<file path="config.mk">
export PLATFORM = sky130hd
export DESIGN_NAME = mult_datapath
export DESIGN_NICKNAME = d
export VERILOG_FILES = /design/src/rtl/mult_datapath.sv
export SDC_FILE = /design/constraint.sdc
export NUM_CORES = 1
export LEC_CHECK = 0
export CAP_MARGIN = 10
export CELL_PAD_IN_SITES_DETAIL_PLACEMENT = 1
export CELL_PAD_IN_SITES_GLOBAL_PLACEMENT = 2
export CORE_ASPECT_RATIO = 1.25
export CORE_UTILIZATION = 30
export DETAILED_ROUTE_END_ITERATION = 7
export PLACE_DENSITY_LB_ADDON = 0.2
export SLEW_MARGIN = 20
export SYNTH_ARGS = -nofsm -noshare
export SYNTH_HDL_FRONTEND = slang
export SYNTH_SLANG_ARGS = --single-unit
export TNS_END_PERCENT = 20
</file>
<file path="constraint.sdc">
create_clock -name clk -period 4.8 [get_ports clk]
set_clock_uncertainty 0.15 [all_clocks]
set_input_delay 0.96 -clock clk [delete_from_list [all_inputs] [get_ports clk]]
set_output_delay 0.96 -clock clk [all_outputs]
set_load 0.005 [all_outputs]
</file>
<file path="src/rtl/mult_datapath.sv">
// mult_datapath: nibble-serial 8x8 multiplier datapath steered by mult_control.
// MULT_DP_OUTREG_EN adds a registered valid/ready result port with sticky overrun.
module mult_datapath (
    input  logic        clk,
    input  logic        reset_a,
    input  logic        start,
    input  logic [7:0]  dataa,
    input  logic [7:0]  datab,
    input  logic [1:0]  input_sel,
    input  logic [1:0]  shift_sel,
    input  logic        clk_ena,
    input  logic        sclr_n,
    input  logic        done,
    input  logic        result_ready,
    output logic [1:0]  count,
    output logic [15:0] product,
    output logic        result_valid,
    output logic        overrun
);
    logic [7:0]  op_a, op_b, pp;
    logic [3:0]  na, nb;
    logic [15:0] acc, shifted;

    always_ff @(posedge clk or negedge reset_a)
        if (!reset_a) begin
            op_a <= '0;
            op_b <= '0;
        end else if (start) begin
            op_a <= dataa;
            op_b <= datab;
        end

    // input_sel[1] picks the high multiplicand nibble, input_sel[0] the high multiplier nibble
    always_comb begin
        na      = input_sel[1] ? op_a[7:4] : op_a[3:0];
        nb      = input_sel[0] ? op_b[7:4] : op_b[3:0];
        pp      = na * nb;
        shifted = shift_sel == 2'b01 ? {4'd0, pp, 4'd0} :
                  shift_sel == 2'b10 ? {pp, 8'd0} : {8'd0, pp};
    end

    always_ff @(posedge clk or negedge reset_a)
        if (!reset_a) begin
            acc   <= '0;
            count <= '0;
        end else if (!sclr_n) begin
            acc   <= '0;
            count <= '0;
        end else if (clk_ena) begin
            acc <= acc + shifted;
            if (count != 2'd3)
                count <= count + 2'd1;
        end

`ifdef MULT_DP_OUTREG_EN
    logic [15:0] res;

    always_ff @(posedge clk or negedge reset_a)
        if (!reset_a) begin
            res          <= '0;
            result_valid <= 1'b0;
            overrun      <= 1'b0;
        end else if (done) begin
            res          <= acc;
            result_valid <= 1'b1;
            if (result_valid && !result_ready)
                overrun <= 1'b1;
        end else if (result_valid && result_ready) begin
            result_valid <= 1'b0;
        end

    assign product = res;
`else
    logic unused_ready;

    assign unused_ready = result_ready;
    assign product      = acc;
    assign result_valid = done;
    assign overrun      = 1'b0;
`endif
endmodule

</file>
Word-level counts from Yosys, hierarchy flattened
Cells that the tools add are included.
{ "op_classes": {"add_sub_neg": 2, "multipliers": 1, "eq_ne": 5, "muxes": 9, "reduce_logical": 1} }
{ "ops": {"columns": ["cell", "count"], "rows": [
  ["16-bit two-way mux", 4],
  ["16-bit adder", 1],
  ["4-bit by 4-bit multiplier with 8-bit output", 1],
  ["4-bit two-way mux", 2],
  ["2-bit two-way mux", 3],
  ["2-bit inequality test, second input constant", 2],
  ["2-bit by 1-bit adder with 2-bit output, second input constant", 1],
  ["2-bit by 1-bit == test with 1-bit output, second input constant", 1],
  ["2-bit == test, second input constant", 1],
  ["2-bit by 1-bit inequality test with 1-bit output, second input constant", 1],
  ["2-bit AND reduction", 1]
]} }
{ "totals": {"register_bits": 34, "wordCells": 22} }

Longest topological paths before layout
{ "depth": {"depth_word": 7, "mapped_depth": 21, "depth_no_buf": 20} }

Worst setup path after synthesis
OpenSTA, ideal clock, no wires.
{ "synth_path": {"kind": "input to register", "startpoint": "in input_sel[0]", "endpoint": "reg acc[15], in the netlist product[15]", "setup_time_ns": 0.079, "arrival_time_ns": 5.400, "slack_ns": -0.829, "stages": 20, "cell_sequence": "clkbuf_1 -> mux2i_1 -> or2_2 -> fa_1 -> inv_1 -> fa_1 -> ha_1 -> a211oi_1 -> o21ai_0 -> a21oi_1 -> xor2_1 -> mux2_2 -> o22ai_1 -> ha_1 -> nand4_1 -> nor2_1 -> o21a_1 -> a2111oi_4 -> mux2i_1 -> mux2i_1"} }
{ "synth_between": {"elab_chain_cells": 7} }
{ "synth_lines": {"columns": ["item", "line_no", "rtl"], "rows": [
  ["from (decl)", "9", "input logic [1:0] input_sel,"],
  ["4-bit two-way mux (*)", "36", "nb = input_sel[0] ? op_b[7:4] : op_b[3:0];"],
  ["4-bit by 4-bit multiplier with 8-bit output (*)", "37", "pp = na * nb;"],
  ["16-bit two-way mux", "39", "shift_sel == 2'b10 ? {pp, 8'd0} : {8'd0, pp};"],
  ["16-bit two-way mux (*)", "38", "shifted = shift_sel == 2'b01 ? {4'd0, pp, 4'd0} :"],
  ["16-bit adder (*)", "50", "acc <= acc + shifted;"],
  ["16-bit two-way mux (*)", "49", "end else if (clk_ena) begin"],
  ["16-bit two-way mux (*)", "46", "end else if (!sclr_n) begin"],
  ["to (signal assigned)", "50", null],
  ["to (decl)", "22", "logic [15:0] acc, shifted;"]
]} }
Every way passes the cells marked *; elsewhere a longest branch is shown, timed or not. The select of a mux whose other input is x is not followed.
A chain may end at the register's enable or synchronous reset.

Worst setup path after layout
Same ends and word-level chain as after synthesis.

==> impl_metrics.json <==
{
  "setup_tns_ps": -3310,
  "syn_area_um2": 2890,
  "p_leak_nw": 2.02,
  "pre_cts_ws_ps": -1400,
  "finalHoldViolCount": 0,
  "multi_input_area_um2": 2210,
  "drive_above_1_share_pct": 37.5,
  "setup_viol": 10,
  "power_w": 0.00182,
  "synth_compound_area_share_pct": 17.4,
  "min_period_over_period_pct": 110,
  "cp_data_arrival_time_ps": 5370,
  "cts_root_buf": "clkbuf_16",
  "cts_sinks": 34,
  "start_util_pct": 31.2,
  "fin_crit_ps": 5300,
  "seq_area_um2": 851,
  "path_class": "in2reg",
  "die_y_um": 112,
  "areaGrowthSynthToFinish_pct": 53.1,
  "path_clk_slew_ps": 60,
  "die_w_um": 89.9,
  "portBuffers": 42,
  "rows": 39,
  "hold_class": "reg2reg",
  "status": "finished with violations",
  "first_iter_violations": 50,
  "vias": 2699,
  "syn_nets": 366,
  "slew_headroom_pct": 46.1,
  "synth_mux_area_share_pct": 12.5,
  "crit_required_ps": 4870,
  "clock.fmax_mhz": 189,
  "violations": "setup timing",
  "die-area_um2": 10000,
  "final_max_slew_viol_count": 0,
  "grt_pass1_wl_um": 14300,
  "grtUsageTotal_pct": 17.9,
  "grt_start_max_net_pins": 35,
  "core_area_um2": 9270,
  "fillers": 1066,
  "final_util_pct": 47.8,
  "place.gp.congestion": 0.795,
  "yosysWarnings": 0,
  "post_drt_wl_per_cell_um": 16.0,
  "yosys.area_share.simple_pct": 17.1,
  "antenna_cells": 0,
  "final_nets": 479,
  "netlist-cell-type-count": 53,
  "avgSynthCellArea_um2": 9.49,
  "start_kind": "input pin",
  "async_reset_ff_share_pct": 100,
  "overflow": 0,
  "syn_inst": 305,
  "htree_num_levels": 2,
  "first_pass_iters": 4,
  "worst_slack_ps": -499,
  "final_antenna_net_count": 0,
  "final_common_cell": "buf_4",
  "antenna_found_initial": 0,
  "synth_xor_area_share_pct": 3.63,
  "grt_pass1_vias": 2998,
  "cap_violations": 0,
  "worstSetupEndpointType": "flip-flop",
  "synth_top_family_by_area": "compound AO/OA/AOI/OAI gates",
  "routed_via_density": 4.98,
  "cts.path.max_buffers": 2,
  "wirelength_um": 8670,
  "tritoncts": "built",
  "crit_fanout": 4,
  "drcViolationCount": 0,
  "synthAdderAreaFrac_pct": 16.0,
  "power_density_nw_per_um2": 411,
  "hpwl_um": 6860,
  "ir_drop_v": 0.000172,
  "cts_buffers": 5,
  "yosysSeqAreaShare_pct": 29.4,
  "rsz0062_at_grt": "yes",
  "final_cell_mix": "buf_4, clkdlybuf4s50_1, dfrtp_1, nor2_1, ha_1",
  "ys.flop_type": "dfrtp_1",
  "synth_edf_count": 0,
  "worst_slew_pin_slew_ps": 808,
  "pin_count": 47,
  "clkLatencyLatePin_ps": 290,
  "ys_ff_latch": 34
}
## synth_stat cells, types with 3 or more instances
cell	n	share of area, %
ha_1	29	13
o21ai_0	13	2.2
nand2_1	22	2.9
mux2i_1	17	5.9
clkbuf_1	4	0.52
mux2_2	17	6.6
buf_2	3	0.52
nor3_1	5	0.86
xnor2_1	6	1.8
a21oi_1	18	3.1
nand3_1	4	0.69
fa_1	5	3.5
nor2b_1	13	2.8
o22ai_1	6	1.3
buf_4	4	1.0
nor2_1	26	3.4
or2_2	4	0.86
o21a_1	7	1.8
o211ai_1	3	0.78
xor2_1	6	1.8
a21o_1	5	1.3
nand2b_1	8	1.7
inv_1	10	1.3
dfrtp_1	34	29
## per-stage QoR
step / instances / area (um^2) / hold WS (ps)
after floorplan: 305 / 2970 / 330
after global placement: 522 / 3930 / 341
after detailed placement: 522 / 3930 / 349
after CTS: 540 / 4320 / 362
after global routing: 542 / 4430 / 379
final: 542 / 4430 / 355
## flip-flops by register name, summed over array words and instances (netlist names)
signal,cells
op_b,8
op_a,8
product,16
count,2
## worst paths after layout
path	startpoint	slack (ps)	cells past startpoint	endpoint
setup reg to reg	op_b[1]	40	21	product[15]
min in group asynchronous	reset_a	610	1	product[11]
setup / recovery	input_sel[0]	-500	23	product[15]
hold reg to reg	op_a[3]	360	1	op_a[3]
hold / removal	op_a[3]	360	1	op_a[3]
max in group asynchronous	reset_a	3370	1	product[0]
## layout make-up
| class | instances | area share, % |
|---|---|---|
| multi-input combinational | 248 | 50.0 |
| timing repair buffer | 119 | 22.7 |
| sequential | 34 | 19.2 |
| tap | 123 | 3.47 |
| clock buffer | 5 | 2.82 |
| clock inverter | 3 | 1.02 |
| inverter | 10 | 0.847 |
## cells by family (layout without fill, tap and decap cells)
group / count (synthesis) / after routing
AO/OA/AOI/OAI: 70 / 70
XOR/XNOR: 12 / 12
adder cells (fa/ha/maj): 34 / 34
buffers and inverters: 23 / 137
flip-flops: 34 / 34
multiplexers: 34 / 34
other: 1 / 1
AND/OR/NAND/NOR: 97 / 97
## power breakdown
part | leakage [nW] | total, W | switching (W) | internal, W
clock | 0.0760 | 0.000379 | 0.000134 | 0.000245
combinational | 1.51 | 0.00107 | 0.000483 | 0.000584
sequential | 0.431 | 0.000377 | 0.0000461 | 0.000331
## per-layer routing
layer / up-vias / global-route usage (%) / routed length, um
met1: 1338 / 17.9 / 3390
met3: 10 / 2.66 / 207
li1: 1311 / - / -
met2: 40 / 36.6 / 4910
met5: - / 0 / 0
met4: 0 / 7.10 / 172
## worst max-delay path, cell delays in order
cell and delay, ps:
buf_8 100, buf_6 110, mux2i_4 170, or2_4 250
fa_1 530, inv_2 40, fa_2 560, buf_4 120
inv_2 30, fa_2 350, nor2b_2 140, o21ai_1 70
nand2_1 110, xnor2_2 170, buf_4 170, o22ai_2 80
ha_4 190, nor2_1 80, o21ai_0 90, o21a_2 260
a2111oi_4 300, mux2i_1 270, mux2i_1 200
## timing repair
action / 4_1_cts / 5_1_grt
gates resized for setup: 46 / 18
setup buffers: 10 / 2
setup endpoints to repair: 12 / 12
hold buffers: 0 / 0
pin swaps: 37 / 16
No activity file was read; power rests on OpenSTA's default activity.
